## src/rtl/seq_restoring_divider.sv

```systemverilog
// seq_restoring_divider
//   Sequential radix-2 restoring divider. A 2*WIDTH-bit dividend and a
//   WIDTH-bit divisor yield a WIDTH-bit quotient and a WIDTH-bit remainder
//   (dividend = quotient*divisor + remainder). One quotient bit is produced
//   per clock behind a start/done handshake.
//
//   Optional feature macro: SEQ_DIV_SIGNED_EN
//     undefined : unsigned operands, latency WIDTH (early exits 1)
//     defined   : two's-complement operands, an extra FIXUP cycle applies the
//                 signs (latency WIDTH+1), overflow saturates toward the
//                 result sign.
//
//   Ports
//     clk, rst_n           clock, async active-low reset
//     start                request, sampled only while busy=0
//     dividend, divisor    operands, captured on the accepting edge
//     busy                 division in progress
//     done                 one-cycle pulse, results valid from this cycle
//     quotient, remainder  results, held until the next done pulse
//     div_by_zero          divisor was zero (valid with done)
//     overflow             quotient does not fit in WIDTH bits (valid with done)
module seq_restoring_divider #(
  parameter int WIDTH = 16
) (
  input  logic               clk,
  input  logic               rst_n,
  input  logic               start,
  input  logic [2*WIDTH-1:0] dividend,
  input  logic [WIDTH-1:0]   divisor,
  output logic               busy,
  output logic               done,
  output logic [WIDTH-1:0]   quotient,
  output logic [WIDTH-1:0]   remainder,
  output logic               div_by_zero,
  output logic               overflow
);

  localparam int CW = $clog2(WIDTH);
  localparam logic [CW-1:0] LAST = CW'(WIDTH - 1);

`ifdef SEQ_DIV_SIGNED_EN
  typedef enum logic [1:0] {IDLE = 2'd0, CALC = 2'd1, DONE = 2'd2, FIXUP = 2'd3} state_t;
`else
  typedef enum logic [1:0] {IDLE = 2'd0, CALC = 2'd1, DONE = 2'd2} state_t;
`endif

  state_t           state;
  logic [CW-1:0]    cnt;
  logic [WIDTH-1:0] rem;       // partial remainder
  logic [WIDTH-1:0] dlo;       // dividend low bits shift out, quotient bits shift in
  logic [WIDTH-1:0] dvs;       // captured divisor (magnitude in signed mode)
  logic             early_dz;  // early exit pending: divide by zero
  logic             early_ov;  // early exit pending: quotient too wide

  // ---- operand conditioning at accept ----
  logic [2*WIDTH-1:0] dd_mag;
  logic [WIDTH-1:0]   ds_mag;
  logic               ld_dz, ld_ov;
  logic [WIDTH-1:0]   sat_q;

`ifdef SEQ_DIV_SIGNED_EN
  logic qneg, rneg, ld_qneg;
  assign dd_mag  = dividend[2*WIDTH-1] ? -dividend : dividend;
  assign ds_mag  = divisor[WIDTH-1]    ? -divisor  : divisor;
  assign ld_qneg = dividend[2*WIDTH-1] ^ divisor[WIDTH-1];
  // saturate toward the sign the true result would have had
  assign sat_q   = qneg ? {1'b1, {(WIDTH-1){1'b0}}} : {1'b0, {(WIDTH-1){1'b1}}};
`else
  assign dd_mag = dividend;
  assign ds_mag = divisor;
  assign sat_q  = '1;
`endif

  assign ld_dz = (divisor == '0);
  // quotient needs more than WIDTH bits iff the high half already holds a divisor
  assign ld_ov = !ld_dz && (dd_mag[2*WIDTH-1:WIDTH] >= ds_mag);

  // ---- one restoring step ----
  // rem < dvs is invariant, so the shifted trial fits in WIDTH+1 bits and the
  // kept result always fits back in WIDTH bits.
  logic [WIDTH:0]   trial, diff;
  logic             qbit;
  logic [WIDTH-1:0] rem_nx, q_nx;

  assign trial  = {rem, dlo[WIDTH-1]};
  assign diff   = trial - {1'b0, dvs};
  assign qbit   = ~diff[WIDTH];
  assign rem_nx = qbit ? diff[WIDTH-1:0] : trial[WIDTH-1:0];
  assign q_nx   = {dlo[WIDTH-2:0], qbit};

`ifdef SEQ_DIV_SIGNED_EN
  // ---- sign fixup on the magnitude result ----
  logic             fx_ov;
  logic [WIDTH-1:0] fx_q, fx_r;
  assign fx_ov = qneg ? (dlo > {1'b1, {(WIDTH-1){1'b0}}}) : dlo[WIDTH-1];
  assign fx_q  = fx_ov ? sat_q : (qneg ? -dlo : dlo);
  assign fx_r  = fx_ov ? '0    : (rneg ? -rem : rem);
`endif

  always_ff @(posedge clk or negedge rst_n) begin
    if (!rst_n) begin
      state       <= IDLE;
      busy        <= 1'b0;
      done        <= 1'b0;
      quotient    <= '0;
      remainder   <= '0;
      div_by_zero <= 1'b0;
      overflow    <= 1'b0;
      cnt         <= '0;
      rem         <= '0;
      dlo         <= '0;
      dvs         <= '0;
      early_dz    <= 1'b0;
      early_ov    <= 1'b0;
`ifdef SEQ_DIV_SIGNED_EN
      qneg        <= 1'b0;
      rneg        <= 1'b0;
`endif
    end else begin
      done <= 1'b0;
      case (state)
        // DONE shares the load path so a start in the done cycle is taken
        IDLE, DONE: begin
          state <= IDLE;
          busy  <= 1'b0;
          if (start) begin
            state    <= CALC;
            busy     <= 1'b1;
            cnt      <= '0;
            dvs      <= ds_mag;
            rem      <= dd_mag[2*WIDTH-1:WIDTH];
            // raw low half kept for the divide-by-zero remainder
            dlo      <= ld_dz ? dividend[WIDTH-1:0] : dd_mag[WIDTH-1:0];
            early_dz <= ld_dz;
            early_ov <= ld_ov;
`ifdef SEQ_DIV_SIGNED_EN
            qneg     <= ld_qneg;
            rneg     <= dividend[2*WIDTH-1];
`endif
          end
        end

        CALC: begin
          if (early_dz || early_ov) begin
            state       <= DONE;
            busy        <= 1'b0;
            done        <= 1'b1;
            div_by_zero <= early_dz;
            overflow    <= early_ov;
            quotient    <= early_dz ? '1 : sat_q;
            remainder   <= early_dz ? dlo : '0;
          end else begin
            rem <= rem_nx;
            dlo <= q_nx;
            cnt <= cnt + 1'b1;
            if (cnt == LAST) begin
`ifdef SEQ_DIV_SIGNED_EN
              state <= FIXUP;
`else
              state       <= DONE;
              busy        <= 1'b0;
              done        <= 1'b1;
              div_by_zero <= 1'b0;
              overflow    <= 1'b0;
              quotient    <= q_nx;
              remainder   <= rem_nx;
`endif
            end
          end
        end

`ifdef SEQ_DIV_SIGNED_EN
        FIXUP: begin
          state       <= DONE;
          busy        <= 1'b0;
          done        <= 1'b1;
          div_by_zero <= 1'b0;
          overflow    <= fx_ov;
          quotient    <= fx_q;
          remainder   <= fx_r;
        end
`endif

        default: begin
          state <= IDLE;
          busy  <= 1'b0;
        end
      endcase
    end
  end

endmodule

```

## config.mk

```make
export PLATFORM = sky130hd
export DESIGN_NAME = seq_restoring_divider
export DESIGN_NICKNAME = d
export VERILOG_FILES = /design/src/rtl/seq_restoring_divider.sv
export SDC_FILE = /design/constraint.sdc
export NUM_CORES = 1
export LEC_CHECK = 0
export CAP_MARGIN = 10
export CELL_PAD_IN_SITES_DETAIL_PLACEMENT = 0
export CELL_PAD_IN_SITES_GLOBAL_PLACEMENT = 2
export CORE_UTILIZATION = 35
export CTS_CLUSTER_SIZE = 12
export DETAILED_ROUTE_END_ITERATION = 6
export GPL_ROUTABILITY_DRIVEN = 1
export HOLD_SLACK_MARGIN = 0.1
export PLACE_DENSITY = 0.88
export SETUP_SLACK_MARGIN = 0.02
export SKIP_CTS_REPAIR_TIMING = 1
export SYNTH_ARGS = -nofsm -noshare
export SYNTH_HDL_FRONTEND = slang
export SYNTH_SLANG_ARGS = --single-unit
```

## constraint.sdc

```tcl
create_clock -name clk -period 6 [get_ports clk]
set_clock_uncertainty 0.1 [all_clocks]
set_input_delay 0.9 -clock clk [delete_from_list [all_inputs] [get_ports clk]]
set_output_delay 0.9 -clock clk [all_outputs]
set_load 0.1 [all_outputs]
```

==> results of run 1 <==
registers in the layout, summed over array words and instances (netlist names):
name / flops
busy: 1
cnt: 4
div_by_zero: 1
dlo: 16
done: 1
dvs: 16
early_dz: 1
early_ov: 1
overflow: 1
quotient: 16
rem: 16
remainder: 16
state: 2
kinds of logic after synthesis:
logic type,Yosys count
AOI/OAI and AO/OA,178
xor gates and xnor gates,11
DFF,92
buffers and inverters,71
and+or+nand+nor,163
muxes,17
adders and majority gates,34
worst max-delay path, cell delays in order (launching register included):
cell and delay (ns):
dfrtp_1 0.37, inv_1 0.06, ha_1 0.22, fa_1 0.41, nand2b_1 0.20, a21oi_2 0.19, a31oi_2 0.23, o31ai_4 0.39
xor2_4 0.67, mux2_1 0.40, o221ai_1 0.17
cell usage after synthesis, drive strengths merged (8+ instances only):
cell / instances
o21ai: 46
a21oi: 34
a21o: 9
a31oi: 18
a22oi: 17
nand2: 71
o22ai: 10
nand3: 14
mux2i: 15
o22a: 16
inv: 39
nor2: 40
dfrtp: 92
clkbuf: 25
nor3: 8
ha: 33
cell type report:
| type | count | area (sq um) | area share, % |
|---|---|---|---|
| Sequential cell | 92 | 2300 | 35.4 |
| Clock inverter | 5 | 37.5 | 0.577 |
| Inverter | 40 | 150 | 2.31 |
| Tap cell | 184 | 230 | 3.54 |
| Multi-Input combinational cell | 403 | 2630 | 40.4 |
| Timing Repair Buffer | 93 | 911 | 14.0 |
| Clock buffer | 11 | 243 | 3.73 |
how the worst min path moves through the flow:
stage                 from           to  slack, ns  depth (start not counted)
2_1_floorplan       dvs[0]       dvs[0]       0.35                          2
3_5_place_dp   div_by_zero  div_by_zero       0.38                          1
4_1_cts        div_by_zero  div_by_zero       0.39                          1
5_1_grt        div_by_zero  div_by_zero       0.41                          1
3_3_place_gp   div_by_zero  div_by_zero       0.36                          1
6_report       div_by_zero  div_by_zero       0.39                          1
metrics by stage:
step / util [%] / setup WS [ns] / hold slack (ns)
after CTS: 44.7 / 2.45 / 0.394
after global routing: 44.7 / 2.23 / 0.410
final: 44.7 / 2.48 / 0.386
after floorplan: - / 3.05 / 0.350
after detailed placement: 42.8 / 2.47 / 0.383
after global placement: 42.7 / 2.56 / 0.363
layer usage:
metal	track usage [%]	routed length (um)	part of all wire, %	vias to the layer above
met4	7.07	291	1.9	0
li1	-	-	-	2174
met3	3.57	842	5.6	18
met2	32.4	6790	45	151
met1	27.6	7150	47	2174
met5	0	0	0	-
power groups by stage:
stage                     clock network, mW  logic [mW]  registers [mW]
after floorplan                           0        1.70            1.12
after global placement                    0        2.34            1.01
after detailed placement                  0        2.39            1.01
after CTS                             0.554        2.40            1.00
after global routing                  0.580        2.65            1.03
final                                 0.543        2.39            1.01
==> run metrics, run 1 <==
Net Count, Synth=approximately 650; GR Util All Layers=20.3%; Setup crit end kind=flop; largest net degree at the start of global routing=60; Final Cell Area=6500 sq um; Hold WC Path Type=flop to flop; WP data required=~6.2 ns; die width=approximately 120 um; internal power=1.99 mW; top-area cell type share of the netlist area=44.2%; worst reg-to-reg setup slack=2.48 ns; Power Dens Cells=606 nW/um^2; Mapped Avg Cell Area=slightly above 9 sq um; final worst path period need=3.52 ns; worst slew pin tran=1.21 ns; Max-cap violations=0; max_slew headroom=19.2%; cell accounting for the most synthesized area=dfrtp_1; clock root buffer=clkbuf_16; CTS max path bufs=2; DR pass1 iterations=6; GPL Wtd Cong=0.878; post-synthesis xor/xnor area fraction=2.21%; CP Max Fanout=18; Worst R2R Start=dlo[15]; fin nets=724; mux share of post-synthesis cell area=under 10%; sequential share of power=25.5%; register bit total from synthesis=92; top_reg_cell synth=dfrtp_1; status=complete, no violations; Ports=87; initial antenna violation count=0; first-pass GRT wire length=23500 um; initial core utilization=between 30% and 40%; final wirelength=between 15000 and 20000 um; net switching power=just under 2 mW; Worst Setup EP=rem[0]; critical path class=flop to flop; Clock power frac=13.8%; Residual DRC=0; worst ir drop on vdd=241 uV; adder-cell area share of the yosys netlist=8.30%; synth warn=0; commonest non-fill, non-tap cells in the layout=dfrtp_1 (92), clkdlybuf4s50_1 (85), nand2_1 (71); final std cells w/o fill=828; core area=14500 sq um; Tcrit/Tclk final=58.7%; setup TNS=0 ns; synth top area cells=dfrtp_1 (44%), ha_1 (7.9%), nand2_1 (5.1%), o21ai_0 (3.6%), a21oi_1 (3.1%); clk_lat worst skew=0.34 ns; via count=4517; Placed Cells=812; ys async rst share=100%; post-detailed-route count of antenna-violating nets=0; Placed Area=roughly 6200 sq um; layout cells sized above 1=approximately 5%; Die Height=124 um; I/O Buffers=86; post-synthesis compound-gate area fraction=22.8%; GRT overflow=0; Synth Cell Area=~5200 sq um; worst reg2reg path depth=10; Crit path arrival time=3.68 ns; Initial DRC Count=around 230; Layout Area Growth over Synthesis=24.7%; Die ar.=15400 sq um; startpoint type of the worst setup path=flop; via/cell ratio=roughly 5.5; RSZ-0062 raised after global routing=no; clock-pin slew on the worst setup and hold paths=0.07 ns; Simple-Gate Fraction of Synth Area=about 14%; # fillers=approximately 1400; most common cell after layout, fill and taps aside=dfrtp_1; largest family of logic cells by synthesized area=compound AO/OA/AOI/OAI gates; TritonCTS Buffers=9; CTS Sinks=around 90; Worst R2R End=rem[0]; Seq/Total Area, Yosys=44.2%; Final setup viols=0; CTS tree=built; fin. max-slew vios=0; Rows=44; crit path from=dlo[15]; dpl hpwl=11200 um; Pwr Total=~3.9 mW; Switching Share=49.6%; final hold vios=0; Yosys cell types=60; Syn Inst Count=566; Leakage=2.80 nW; vias in the first global route=4408; ANT cells=0; drt wl/cell=18.2 um; combinational power share=60.7%; Post-synth EDFFs=0; fmax=between 200 and 300 MHz; CTS H-Tree Depth=3
No activity file was read; power rests on OpenSTA's default activity.
==> inputs of run 2 (changes only) <==
- CORE_UTILIZATION: 35 -> 33
- PLACE_DENSITY: 0.88 -> 0.83
- clock period: 6 -> 3.4 ns (I/O delays scaled with it)
==> run 2 against run 1 <==
  * Global-route usage fell by 0.61 points
  * Sequential share of layout area fell by 0.86 points
  * Largest power group unchanged
  * Die area rose by 6.0%
  * Design area rose by 2.5%
  * Via count fell by 0.64%
  * Final cell count rose by 4.2%
  * Wire length rose by 1.8%
  * Maximum frequency rose by 9.3%
  * Sequential cell count did not move
  * Largest cell class unchanged
  * Register-to-register slack got worse by 2.3 ns
==> run metrics, run 2 (synthesis gave the netlist of run 1 again) <==
dpl hpwl=11600 um (+3.5%); GR Util All Layers=19.7% (-0.61 points); Hold WC Path Type=flop to flop; Die Height=128 um (+2.9%); WP data required=3.56 ns (-2.59 ns); via count=4488 (-0.64%); clk_lat worst skew=0.35 ns (about the same); max_slew headroom=33.6% (+14 points); layout cells sized above 1=6.29% (+1.2 points); Setup crit end kind=flop; vias in the first global route=4463 (+1.2%); worst slew pin tran=0.992 ns (-0.216 ns); core area=15300 sq um (+5.4%); CP Max Fanout=18 (unchanged); fin nets=732 (+1.1%); die width=128 um (+2.9%); ANT cells=0 (unchanged); # fillers=1503 (+7.6%); initial core utilization=34.0% (-1.8 points); clock root buffer=clkbuf_16; via/cell ratio=5.20 (-4.7%); commonest non-fill, non-tap cells in the layout=dfrtp_1 (92), clkdlybuf4s50_1 (84), nand2_1 (71); TritonCTS Buffers=9 (unchanged); Residual DRC=0 (unchanged); GPL Wtd Cong=0.809 (-7.9%); drt wl/cell=17.8 um (-2.4%); CTS tree=built; final wirelength=15300 um (+1.8%); critical path class=flop to flop; clock-pin slew on the worst setup and hold paths=0.07 ns (about the same); Min Hold Slack=0.386 ns (+0.000291 ns); Final setup viols=0 (unchanged); GRT overflow=0 (unchanged); Max-cap violations=0 (unchanged); DR pass1 iterations=4 (-2); Ports=87 (unchanged); CTS max path bufs=2 (unchanged); Power Dens Cells=1100 nW/um^2 (+81%); Rows=45 (+2.3%); RSZ-0062 raised after global routing=no; I/O Buffers=86 (unchanged); Layout Area Growth over Synthesis=27.8%; Leakage=2.86 nW (+2.5%); fmax=310 MHz (+9.3%); final hold vios=0 (unchanged); most common cell after layout, fill and taps aside=dfrtp_1; Die ar.=16300 sq um (+6.0%); Tcrit/Tclk final=94.8% (+36 points); setup TNS=0 ns (unchanged); final worst path period need=3.22 ns (-0.300 ns); post-detailed-route count of antenna-violating nets=0 (unchanged); Initial DRC Count=227 (-2.6%); first-pass GRT wire length=24300 um (+3.4%); CTS H-Tree Depth=3 (unchanged); Crit path arrival time=3.38 ns (-0.30 ns); CTS Sinks=92 (unchanged); worst ir drop on vdd=460 uV (+91%); status=complete, no violations; largest net degree at the start of global routing=52 (-13%); fin. max-slew vios=0 (unchanged); startpoint type of the worst setup path=flop; initial antenna violation count=0 (unchanged)
## run 2: metal layers
metal | share of wire (%) | vias to the layer above | GRT usage, %
met5 | 0 | - | 0
met4 | 1.8 | 0 | 6.37
met3 | 4.2 | 17 | 3.71
met2 | 45 | 126 | 31.5
met1 | 49 | 2144 | 27.0
li1 | - | 2201 | -
## run 2: worst paths after layout
path / from / endpoint / slack [ns] / cells after the start
setup / recovery: dlo[15] / rem[0] / 0.18 / 11
hold / removal: div_by_zero / div_by_zero / 0.39 / 1
setup reg to reg: dlo[15] / rem[0] / 0.18 / 11
hold reg to reg: div_by_zero / div_by_zero / 0.39 / 1
max in group asynchronous: rst_n / cnt[1] / 1.89 / 3
min in group asynchronous: rst_n / quotient[2] / 0.61 / 2
## run 2: layout make-up
class / instances / area (sq um) / area share, %
well taps: 211 / 264 / 3.96
multi-input cells: 403 / 2630 / 39.4
clock inverters: 6 / 93.8 / 1.41
clock buffers: 10 / 229 / 3.44
flip-flops and latches: 92 / 2300 / 34.6
inverters: 40 / 150 / 2.25
repair buffers: 101 / 996 / 15.0
## run 2: report_power, final
| group | total, mW | internal (mW) | switching, mW |
|---|---|---|---|
| Sequential | 1.78 | 1.46 | 0.318 |
| Combinational | 4.40 | 1.64 | 2.75 |
| Clock | 1.12 | 0.652 | 0.466 |
| Total | 7.29 | 3.76 | 3.54 |
## run 2: worst max-delay path, cell delays in order, from the launching register on
cell and delay (ns):
dfrtp_1 0.37, inv_1 0.07, ha_1 0.22, fa_1 0.41, nand2b_1 0.20, a21oi_2 0.18, a31oi_2 0.23, o31ai_4 0.39
xor2_4 0.19, buf_12 0.20, mux2_1 0.36, o221ai_1 0.20
## run 2: through the flow
stage               cell area, sq um  setup slack, ns  std cells  utilization, %  total power, mW
floorplan                       5210            0.452        566               -             4.98
global placement                6330            0.287        846            41.3             6.11
detailed placement              6330            0.218        846            41.3             6.17
CTS                             6650            0.190        862            43.4             7.30
global route                    6660           0.0500        863            43.5             7.85
finish                          6660            0.177        863            43.5             7.29
==> inputs of run 3 (changes only) <==
- CTS_CLUSTER_DIAMETER: not set -> 150
==> results of run 3 <==
No change in the layout: final DEF, timing and power equal those of run 2.
